## src/rtl/countdown10k_if.sv

```systemverilog
// Bus bundle for the countdown10k interval timer: load strobe/value and count
// enable flow into the timer; state and flags flow out.
interface countdown10k_if #(
    parameter int unsigned WIDTH = 16
);
    logic             load;
    logic [WIDTH-1:0] load_value;
    logic             enable;
    logic             reached;
    logic             busy;
    logic [WIDTH-1:0] internal;

    // Controller side: issues loads and enables, observes the timer.
    modport master (
        output load,
        output load_value,
        output enable,
        input  reached,
        input  busy,
        input  internal
    );

    // Timer side.
    modport slave (
        input  load,
        input  load_value,
        input  enable,
        output reached,
        output busy,
        output internal
    );
endinterface

```

## src/rtl/countdown10k.sv

```systemverilog
// countdown10k: loadable down-counter / programmable interval timer.
// Loaded values saturate at MAX; the timer decrements once per enabled tick
// and flags `reached` on hitting zero.
// Optional feature macro: COUNTDOWN_AUTORELOAD_EN -- when defined, the count
// reloads from the last loaded value at the end of each interval and `reached`
// becomes a one-cycle pulse instead of a level.
module countdown10k #(
    parameter int unsigned WIDTH = 16,
    parameter int unsigned MAX   = 10000
) (
    input  logic                tick,
    input  logic                clear,
    countdown10k_if.slave       bus
);
    localparam logic [WIDTH-1:0] MaxW = WIDTH'(MAX);
    localparam logic [WIDTH-1:0] One  = WIDTH'(1);

    typedef enum logic [1:0] {
        StIdle = 2'd0,
        StRun  = 2'd1,
        StDone = 2'd2
    } state_e;

    state_e           state_q, state_d;
    logic [WIDTH-1:0] internal_q, internal_d;
    logic [WIDTH-1:0] reload_q, reload_d;
    logic             reached_q, reached_d;
    logic             busy_q, busy_d;
    logic [WIDTH-1:0] load_sat;

    assign load_sat = (bus.load_value > MaxW) ? MaxW : bus.load_value;

    // Next-state: load beats decrement; clear is handled in the flop block.
    always_comb begin
        state_d    = state_q;
        internal_d = internal_q;
        reload_d   = reload_q;
        reached_d  = reached_q;
        busy_d     = busy_q;
        if (bus.load) begin
            internal_d = load_sat;
            reload_d   = load_sat;
            if (load_sat != '0) begin
                state_d   = StRun;
                busy_d    = 1'b1;
                reached_d = 1'b0;
            end else begin
                state_d   = StDone;
                busy_d    = 1'b0;
                reached_d = 1'b1;
            end
        end else begin
            unique case (state_q)
                StRun: begin
`ifdef COUNTDOWN_AUTORELOAD_EN
                    // The terminal pulse lasts exactly one edge.
                    reached_d = 1'b0;
`endif
                    if (bus.enable) begin
                        if (internal_q > One) begin
                            internal_d = internal_q - One;
                        end else begin
`ifdef COUNTDOWN_AUTORELOAD_EN
                            internal_d = reload_q;
                            reached_d  = 1'b1;
`else
                            internal_d = '0;
                            state_d    = StDone;
                            busy_d     = 1'b0;
                            reached_d  = 1'b1;
`endif
                        end
                    end
                end
                StIdle, StDone: ;
                default: state_d = StIdle;
            endcase
        end
    end

    // State registers with synchronous active-high clear.
    always_ff @(posedge tick) begin
        if (clear) begin
            state_q    <= StIdle;
            internal_q <= '0;
            reload_q   <= '0;
            reached_q  <= 1'b0;
            busy_q     <= 1'b0;
        end else begin
            state_q    <= state_d;
            internal_q <= internal_d;
            reload_q   <= reload_d;
            reached_q  <= reached_d;
            busy_q     <= busy_d;
        end
    end

    assign bus.internal = internal_q;
    assign bus.reached  = reached_q;
    assign bus.busy     = busy_q;
endmodule

```

## src/flat_wrapper.sv

```systemverilog
// flat-port wrapper written by rule: the top's interface ports become plain ports
module countdown10k_flat 
#(
    parameter int unsigned WIDTH = 16,
    parameter int unsigned MAX   = 10000
)
  (tick, clear, bus_load, bus_load_value, bus_enable, bus_reached, bus_busy, bus_internal);
  countdown10k_if #(.WIDTH(WIDTH)) bus_i ();
  input  logic tick;
  input  logic clear;
  input wire logic [$bits(bus_i.load)-1:0] bus_load;
  input wire logic [$bits(bus_i.load_value)-1:0] bus_load_value;
  input wire logic [$bits(bus_i.enable)-1:0] bus_enable;
  output wire logic [$bits(bus_i.reached)-1:0] bus_reached;
  output wire logic [$bits(bus_i.busy)-1:0] bus_busy;
  output wire logic [$bits(bus_i.internal)-1:0] bus_internal;
  assign bus_i.load = bus_load;
  assign bus_i.load_value = bus_load_value;
  assign bus_i.enable = bus_enable;
  assign bus_reached = bus_i.reached;
  assign bus_busy = bus_i.busy;
  assign bus_internal = bus_i.internal;
  countdown10k #(.WIDTH(WIDTH), .MAX(MAX)) u_core (.tick(tick), .clear(clear), .bus(bus_i));
endmodule
```

## config.mk

```make
export PLATFORM = sky130hd
export DESIGN_NAME = countdown10k_flat
export DESIGN_NICKNAME = d
export VERILOG_FILES = /design/src/rtl/countdown10k_if.sv /design/src/rtl/countdown10k.sv /design/src/flat_wrapper.sv
export SDC_FILE = /design/constraint.sdc
export NUM_CORES = 1
export LEC_CHECK = 0
export CAP_MARGIN = 20
export CORE_UTILIZATION = 33
export DETAILED_ROUTE_END_ITERATION = 12
export PLACE_DENSITY = 0.6
export SYNTH_ARGS = -nofsm -noshare
export SYNTH_HDL_FRONTEND = slang
export SYNTH_SLANG_ARGS = --single-unit
```

## constraint.sdc

```tcl
create_clock -name tick -period 1.9 [get_ports tick]
set_clock_uncertainty 0.15 [all_clocks]
set_input_delay 0.38 -clock tick [delete_from_list [all_inputs] [get_ports tick]]
set_output_delay 0.38 -clock tick [all_outputs]
set_load 0.005 [all_outputs]
```

After elaboration in Yosys (flattened, before gate mapping)

Index checks and enable logic that the tools add are counted.

Output and inout bits: 18
Bits of input ports: 20
Logic and storage cells: 41
Memory bits (read-only): 0
Memories: 0
Register bits: 20
Memory bits (writable): 0
Bits in latches: 0

Add/subtract/negate cells: 1
Muxes and demuxes: 20
$mul: 0
Shift-type cells: 0
Divide/modulo/power cells: 0
Equal/unequal tests: 6
$lt $le $gt $ge: 2
Reduce and logical (&&, ||, !) cells: 8
Bitwise operators: 0

Operator list:

| cell                                                 | number |
|---|---|
| 2-to-1 mux 16 bit                                    | 5 |
| > comparator 16 x 1 -> 1 bit, second input constant  | 1 |
| > comparator 16 x 14 -> 1 bit, second input constant | 1 |
| nonzero test 16 bit                                  | 1 |
| subtractor 16 x 1 -> 16 bit, second input constant   | 1 |
| 2-to-1 mux 1 bit                                     | 10 |
| 2-to-1 mux 2 bit                                     | 4 |
| != test 3 bit, second input constant                 | 2 |
| AND reduction 3 bit                                  | 2 |
| != test 2 bit, second input constant                 | 2 |
| one-hot mux 2 bit (2 select lines)                   | 1 |
| nonzero test 2 bit                                   | 2 |
| == test 2 x 1 -> 1 bit, second input constant        | 1 |
| == test 2 bit, second input constant                 | 1 |
| logical NOT 2 bit                                    | 1 |
| AND reduction 2 bit                                  | 1 |
| OR reduction 2 bit                                   | 1 |

Logic depth before layout (Yosys ltp)

Gate-level depths: netlist of the first run.

Word-level depth: 5
Gate-level depth with buffers: 7

Worst setup path before layout of the first run

Ideal clock, no wire load.

Path kind: register to register
From: reg u_core.internal_q[2] (netlist: u_core.bus.internal[2])
To: reg u_core.internal_q[8] (netlist: u_core.bus.internal[8])
Stages on the path, launching flop included: 7
Library setup time: 129 ps
Data arrival time: 1790 ps
Path slack: -169 ps
Clock period less this slack: 2069 ps
Path buffers: 1
Path through: dfxtp_1 > or4_4 > nor3_4 > a21oi_1 > buf_2 > a211oi_1 > nor3_1

Cells in the longest elaborated chain, start to end: 5
Elaborated cells on any way between the ends: 6
Those cells by class: 1 x add/sub; 1 x order compare; 4 x mux

RTL lines:

| item                                                                        | RTL line                               | source |
|---|---|---|
| from (decl)                                                                 | countdown10k.sv:25                     | `logic [WIDTH-1:0] internal_q, internal_d;` |
| from (signal assigned)                                                      | countdown10k.sv:91                     | `internal_q <= internal_d;` |
| subtractor 16 x 1 -> 16 bit or > comparator 16 x 1 -> 1 bit (tied branches) | countdown10k.sv:61, countdown10k.sv:60 |  |
| 2-to-1 mux 16 bit *                                                         | countdown10k.sv:60                     | `if (internal_q > One) begin` |
| 2-to-1 mux 16 bit *                                                         | countdown10k.sv:59                     | `if (bus.enable) begin` |
| 2-to-1 mux 16 bit *                                                         | countdown10k.sv:53                     | `unique case (state_q)` |
| 2-to-1 mux 16 bit *                                                         | countdown10k.sv:40                     | `if (bus.load) begin` |

Mark *: on every way between the ends. The rest lies on a longest branch, timed or not. The select of a mux whose other input is x is not followed.
A chain may end at the register's enable or synchronous reset.

Final worst setup path of the first run

From: reg u_core.internal_q[12] (netlist: u_core.bus.internal[12])
To: reg u_core.internal_q[7] (netlist: u_core.bus.internal[7])

Cells in the longest elaborated chain, start to end: 5

RTL lines:

| item                         | RTL line |
|---|---|
| > comparator 16 x 1 -> 1 bit | countdown10k.sv:60 |
| 2-to-1 mux 16 bit            | countdown10k.sv:60 |
| 2-to-1 mux 16 bit            | countdown10k.sv:59 |
| 2-to-1 mux 16 bit            | countdown10k.sv:53 |
| 2-to-1 mux 16 bit            | countdown10k.sv:40 |

Every way passes these cells. The select of a mux whose other input is x is not followed.

==> metrics, run 1 <==
Seq cells post-synth 20; die width roughly 65 um; area grow syn2layout 89.1%; row cnt 22; antenna viol nets, final 0; GRT Util Overall 25.0%; type of the tightest min-delay check flop to flop; syn_area_per_cell 7.75 um2; GRT Residual Overflow 0; main combinational cell family by area after synthesis simple AND/OR/NAND/NOR gates; io pins 38; Residual DRC 0; Synth Area in Simple Gates around a third; mapped cell area about 0.0013 mm2; Hold Startpoint u_core.bus.reached; most common flop cell mapped by yosys dfxtp_1; core area 0.00372 mm2; CTS tree built; Slew Viols, Final 0; Area contributors post-synth dfxtp_1 31%, a21oi_1 5.4%, nand2_1 4.3%, a31oi_1 3.8%, nor3_1 3.5%; largest net degree at the start of global routing 15; final worst path period share 108%; NumNets Final 285; Post-synth EDFFs 0; clk sink count 20; via count 1,757; asr flop ratio synth 0%; power density cells between 600 and 700 mW/mm2; Fin Setup TNS -1360 ps; Crit Path Category flop to flop; # setup viols final 16; CP endpoint kind flop; final worst setup slack -161 ps; Synth Area in Adders about 1.9%; RSZ-0062 raised after global routing true; n_diodes 0; share of post-route cells with drive strength above 1 39.5%; Mapped Cells 168; Starting Density 35.0%; Net Sw Frac 34.9%; R2R Path Start u_core.bus.internal[12]; vias in the first global route 1,775; Logic pwr share 48.3%; Peak Freq between 400 and 500 MHz; Detailed Routing Iterations Pass 1 4; Synth cell types 42; Slew HR 72.9%; clock network power share 19.7%; worst slew pin tran 402 ps; I/O Buffers 37; CTS Root Cell clkbuf_8; Clk Latency, worst-skew pair 260 ps; mux share of post-synthesis cell area 0.769%; gp weighted congestion a little over 0.9; initial antenna violation count 0; CP Launch Type flop; Max VDD drop 268 uV; number of synthesis warnings 0; first-pass GRT wire length 8070 um; DR WL/cell 16.7 um; CTS clk-pin slew, worst paths 80 ps; H-tree depth 1; syn nets 190; Hold Violations, Final 0; Detailed Place HPWL 3730 um; initial drt markers slightly above 90; via/cell ratio 5.69; Leak 0.971 nW; post-synth top area cell dfxtp_1; Synth top area share 30.8%; Die H around 65 um; Data arrival, critical path between 2000 and 2500 ps; outcome finished, violations left; Max Cap Violations 0; sw power 0.516 mW; worst setup path start u_core.bus.internal[12]; Reg power frac 32.0%; CP Max Fanout 6; clock period minus final worst setup slack roughly 2000 ps; CP required ~1900 ps; Synth Area in Compound Gates 28.0%; clock buffer depth 2; failing checks setup timing; sequential area share after synthesis between 30% and 40%; Synth Area in XOR/XNOR 0%; CTS Buf Count 3; DIE AREA 0.00420 mm2; Post-Route WL 5150 um; P_int 0.964 mW; final core utilization around 66%
==> layout make-up <==
| class | instances | area (um2) |
|---|---|---|
| Tap cell | 48 | 60.1 |
| Multi-Input combinational cell | 137 | 1060 |
| Inverter | 5 | 18.8 |
| Sequential cell | 20 | 408 |
| Timing Repair Buffer | 96 | 870 |
| Clock buffer | 3 | 41.3 |
| Fill cell | 314 | 1250 |
==> layer usage <==
metal | global-route usage, % | wire [um] | vias up | share of wire (%)
met3 | 2.99 | 244 | 18 | 4.7
met2 | 40.9 | 2500 | 58 | 48
met1 | 32.4 | 2260 | 836 | 44
li1 | - | - | 845 | -
met5 | 0 | 0 | - | 0
met4 | 11.4 | 151 | 0 | 2.9
==> registers in the layout, indices dropped and copies added (netlist names) <==
register and cells:
u_core.bus.busy 1, u_core.bus.reached 1, u_core.bus.internal 16, u_core.state_q 2
==> through the flow <==
step	setup slack (ps)	area [um2]	std cells	hold WS (ps)	power (mW)
global route	-234	2460	309	332	1.55
global placement	-251	2140	301	286	1.06
finish	-161	2460	309	317	1.48
CTS	-153	2340	307	305	1.42
detailed placement	-287	2140	301	294	1.06
floorplan	-26.1	1330	168	290	0.737
==> worst max-delay path: stages (launching register included) <==
cell and delay (ps):
dfxtp_2 330, or4_4 570, nor3_4 300, a21oi_4 130, buf_12 160, buf_6 110, a31oi_4 120, o22ai_1 80
==> power by group through the flow <==
| stage | clock [mW] | sequential (mW) | combinational, mW |
|---|---|---|---|
| floorplan | 0 | 0.493 | 0.243 |
| finish | 0.292 | 0.473 | 0.716 |
| CTS | 0.289 | 0.473 | 0.655 |
| global route | 0.309 | 0.477 | 0.769 |
| detailed placement | 0 | 0.482 | 0.580 |
| global placement | 0 | 0.481 | 0.579 |
==> logic make-up (layout without fill, tap and decap cells) <==
logic type      Yosys count  after routing
mux                       1              1
flops                    20             20
buf+inv                  11            104
compound gates           55             55
fa+ha+maj                 2              2
simple gates             79             79
==> cells in the final DEF, fill, tap and decap left out, drive strengths merged, types with 2 or more instances in the layout <==
cell	n
buf	58
clkdlybuf4s50	34
dfxtp	20
nand2	15
a21oi	14
nor2	11
nor3	10
nand3	8
a31oi	8
nand3b	6
o21ai	6
inv	5
o211ai	5
o31ai	4
nand2b	4
o21a	4
clkbuf	4
nor4	4
or3	3
nand4	3
a32oi	3
nand4b	3
dlymetal6s2s	3
or4	3
o311ai	3
or2	2
and3	2
a211oi	2
ha	2
o22ai	2
==> final timing paths <==
check                                         endpoint  cells after the start  slack [ps]
worst max-delay path            u_core.bus.internal[7]                      7        -160
worst min-delay path                u_core.bus.reached                      2         320
worst max register to register  u_core.bus.internal[7]                      7        -160
worst min register to register      u_core.bus.reached                      2         320
==> repair_timing <==
| item | in CTS | in global routing |
|---|---|---|
| gates cloned | 1 | 0 |
| pin swaps | 9 | 17 |
| buffers inserted | 2 | 2 |
| resized for setup | 20 | 31 |
| hold buffers | 0 | 0 |
| setup endpoints to repair | 13 | 20 |
==> synthesized netlist by cell type (all sizes together), types with 3 or more instances <==
master	n
a21oi	14
a31oi	8
a32oi	3
clkbuf	5
dfxtp	20
inv	5
nand2	15
nand2b	4
nand3	8
nand3b	6
nand4	3
nand4b	3
nor2	11
nor3	10
nor4	4
o211ai	5
o21a	4
o21ai	6
o311ai	3
o31ai	4
or3	3
or4	3
No activity file was read; power rests on OpenSTA's default activity.
==> run 2: changes to the inputs <==
--- a/config.mk
+++ b/config.mk
@@ -6,6 +6,7 @@
 export NUM_CORES = 1
 export LEC_CHECK = 0
 export CAP_MARGIN = 20
+export CORE_MARGIN = 2
 export CORE_UTILIZATION = 33
 export DETAILED_ROUTE_END_ITERATION = 12
 export PLACE_DENSITY = 0.6
==> metrics, run 2 (synthesis gave the netlist of run 1 again) <==
outcome finished, violations left; failing checks setup timing; CTS tree built; clock period minus final worst setup slack 2040 ps; DR WL/cell between 15 and 20 um; Logic pwr share 47.7%; P_int 1.02 mW; initial drt markers 89; Hold Violations, Final 0; Detailed Routing Iterations Pass 1 4; first-pass GRT wire length 8150 um; # setup viols final 14; largest net degree at the start of global routing 15; Starting Density a little over a third; area grow syn2layout 97.9%; R2R Path Start u_core.bus.internal[5]; Max Cap Violations 0; Peak Freq between 400 and 500 MHz; via/cell ratio 5.67; post-route cell area 0.00257 mm2; row cnt 22; CTS Root Cell clkbuf_8; worst slew pin tran roughly 420 ps; GRT Util Overall 24.4%; sw power ~0.54 mW; CP Max Fanout 3; type of the tightest min-delay check flop to flop; max reg flops 16; Slew HR 72.0%; Finished Layout Cells 317; n_diodes 0; Fin Setup TNS -881 ps; clk sink count 20; DIE AREA between 0.004 and 0.005 mm2; power density cells approximately 600 mW/mm2; Net Sw Frac a little over a third; clock network power share 22.0%; core area 0.00372 mm2; Slew Viols, Final 0; die width 66.8 um; Detailed Place HPWL 3850 um; NumNets Final 292; GRT Residual Overflow 0; clock buffer depth 2; final worst path period share 107%; io pins 38; I/O Buffers 37; Post-Route WL 5320 um; share of post-route cells with drive strength above 1 between 40 and 50%; final core utilization between 60% and 70%; Post-DP Area 0.00214 mm2; RR Endpoint u_core.bus.internal[9]; CTS clk-pin slew, worst paths approximately 80 ps; flop2flop setup slack -140 ps; CP endpoint kind flop; Reg power frac 30.3%; CP required 1950 ps; most common cell after layout, fill and taps aside buf_4; Critical Path Sink u_core.bus.internal[9]; worst setup path start u_core.bus.internal[5]; initial antenna violation count 0; Filler Cell Count 296; antenna viol nets, final 0; H-tree depth 1; gp weighted congestion roughly 0.85; Die H 66.8 um; Residual DRC 0; most frequent cells in the layout 57 x buf_4, 26 x clkdlybuf4s50_1, 16 x dfxtp_1; Max VDD drop 321 uV; Clk Latency, worst-skew pair 270 ps; CTS Hold Buffers Added 0; final worst setup slack -139 ps; Data arrival, critical path 2090 ps; CP Launch Type flop; via count 1,796; vias in the first global route 1,712; RSZ-0062 raised after global routing true; Leak 1.07 nW; Crit Path Category flop to flop; R2R depth 5; placed cells a little over 300; CTS Buf Count 3
## run 2: area by class of cell
class	count	area, um2	area share, %
multi-input combinational	137	1110	43.1
timing repair buffer	103	927	36.0
sequential	20	405	15.7
tap	48	60.1	2.33
clock buffer	4	55.1	2.14
inverter	5	18.8	0.729
## run 2: layer usage
metal	track usage, %	vias to the layer above	part of all wire, %
met5	0	-	0
met4	8.67	0	0.71
met3	1.01	4	5.1
met2	41.6	61	51
met1	32.5	872	43
li1	-	859	-
## run 2: power by group through the flow
stage                     Combinational (mW)  Sequential [mW]  Clock [mW]
after floorplan                        0.243            0.493           0
after global placement                 0.568            0.479           0
after CTS                              0.649            0.472       0.346
after global routing                   0.792            0.478       0.364
after detailed placement               0.576            0.482           0
final                                  0.746            0.474       0.344
## run 2: what timing repair did
action	CTS	global route
gates resized for setup	23	48
setup endpoints to repair	13	20
setup buffers	5	6
hold endpoints to repair	0	0
pin swaps	11	22
## run 2: critical path, cell delays in order (launching register included)
cell	delay, ps
dfxtp_2	330
or4_4	590
nor2_4	140
nand3b_2	100
or4b_1	530
a31oi_1	140
## run 2: worst min path at each step
stage	startpoint	endpoint	slack [ps]	cells past startpoint
floorplan	u_core.bus.reached	u_core.bus.reached	290	2
global placement	u_core.bus.reached	u_core.bus.reached	280	2
detailed placement	u_core.bus.reached	u_core.bus.reached	290	2
CTS	u_core.bus.reached	u_core.bus.reached	300	2
global route	u_core.bus.busy	u_core.bus.busy	360	2
finish	u_core.bus.reached	u_core.bus.reached	330	2
## run 2: per-stage QoR
step                hold WS, ps  setup WS [ps]  power, mW
global placement            285           -296       1.05
global route                361           -193       1.63
CTS                         299           -127       1.47
finish                      330           -139       1.56
floorplan                   290          -26.1      0.737
detailed placement          287           -322       1.06
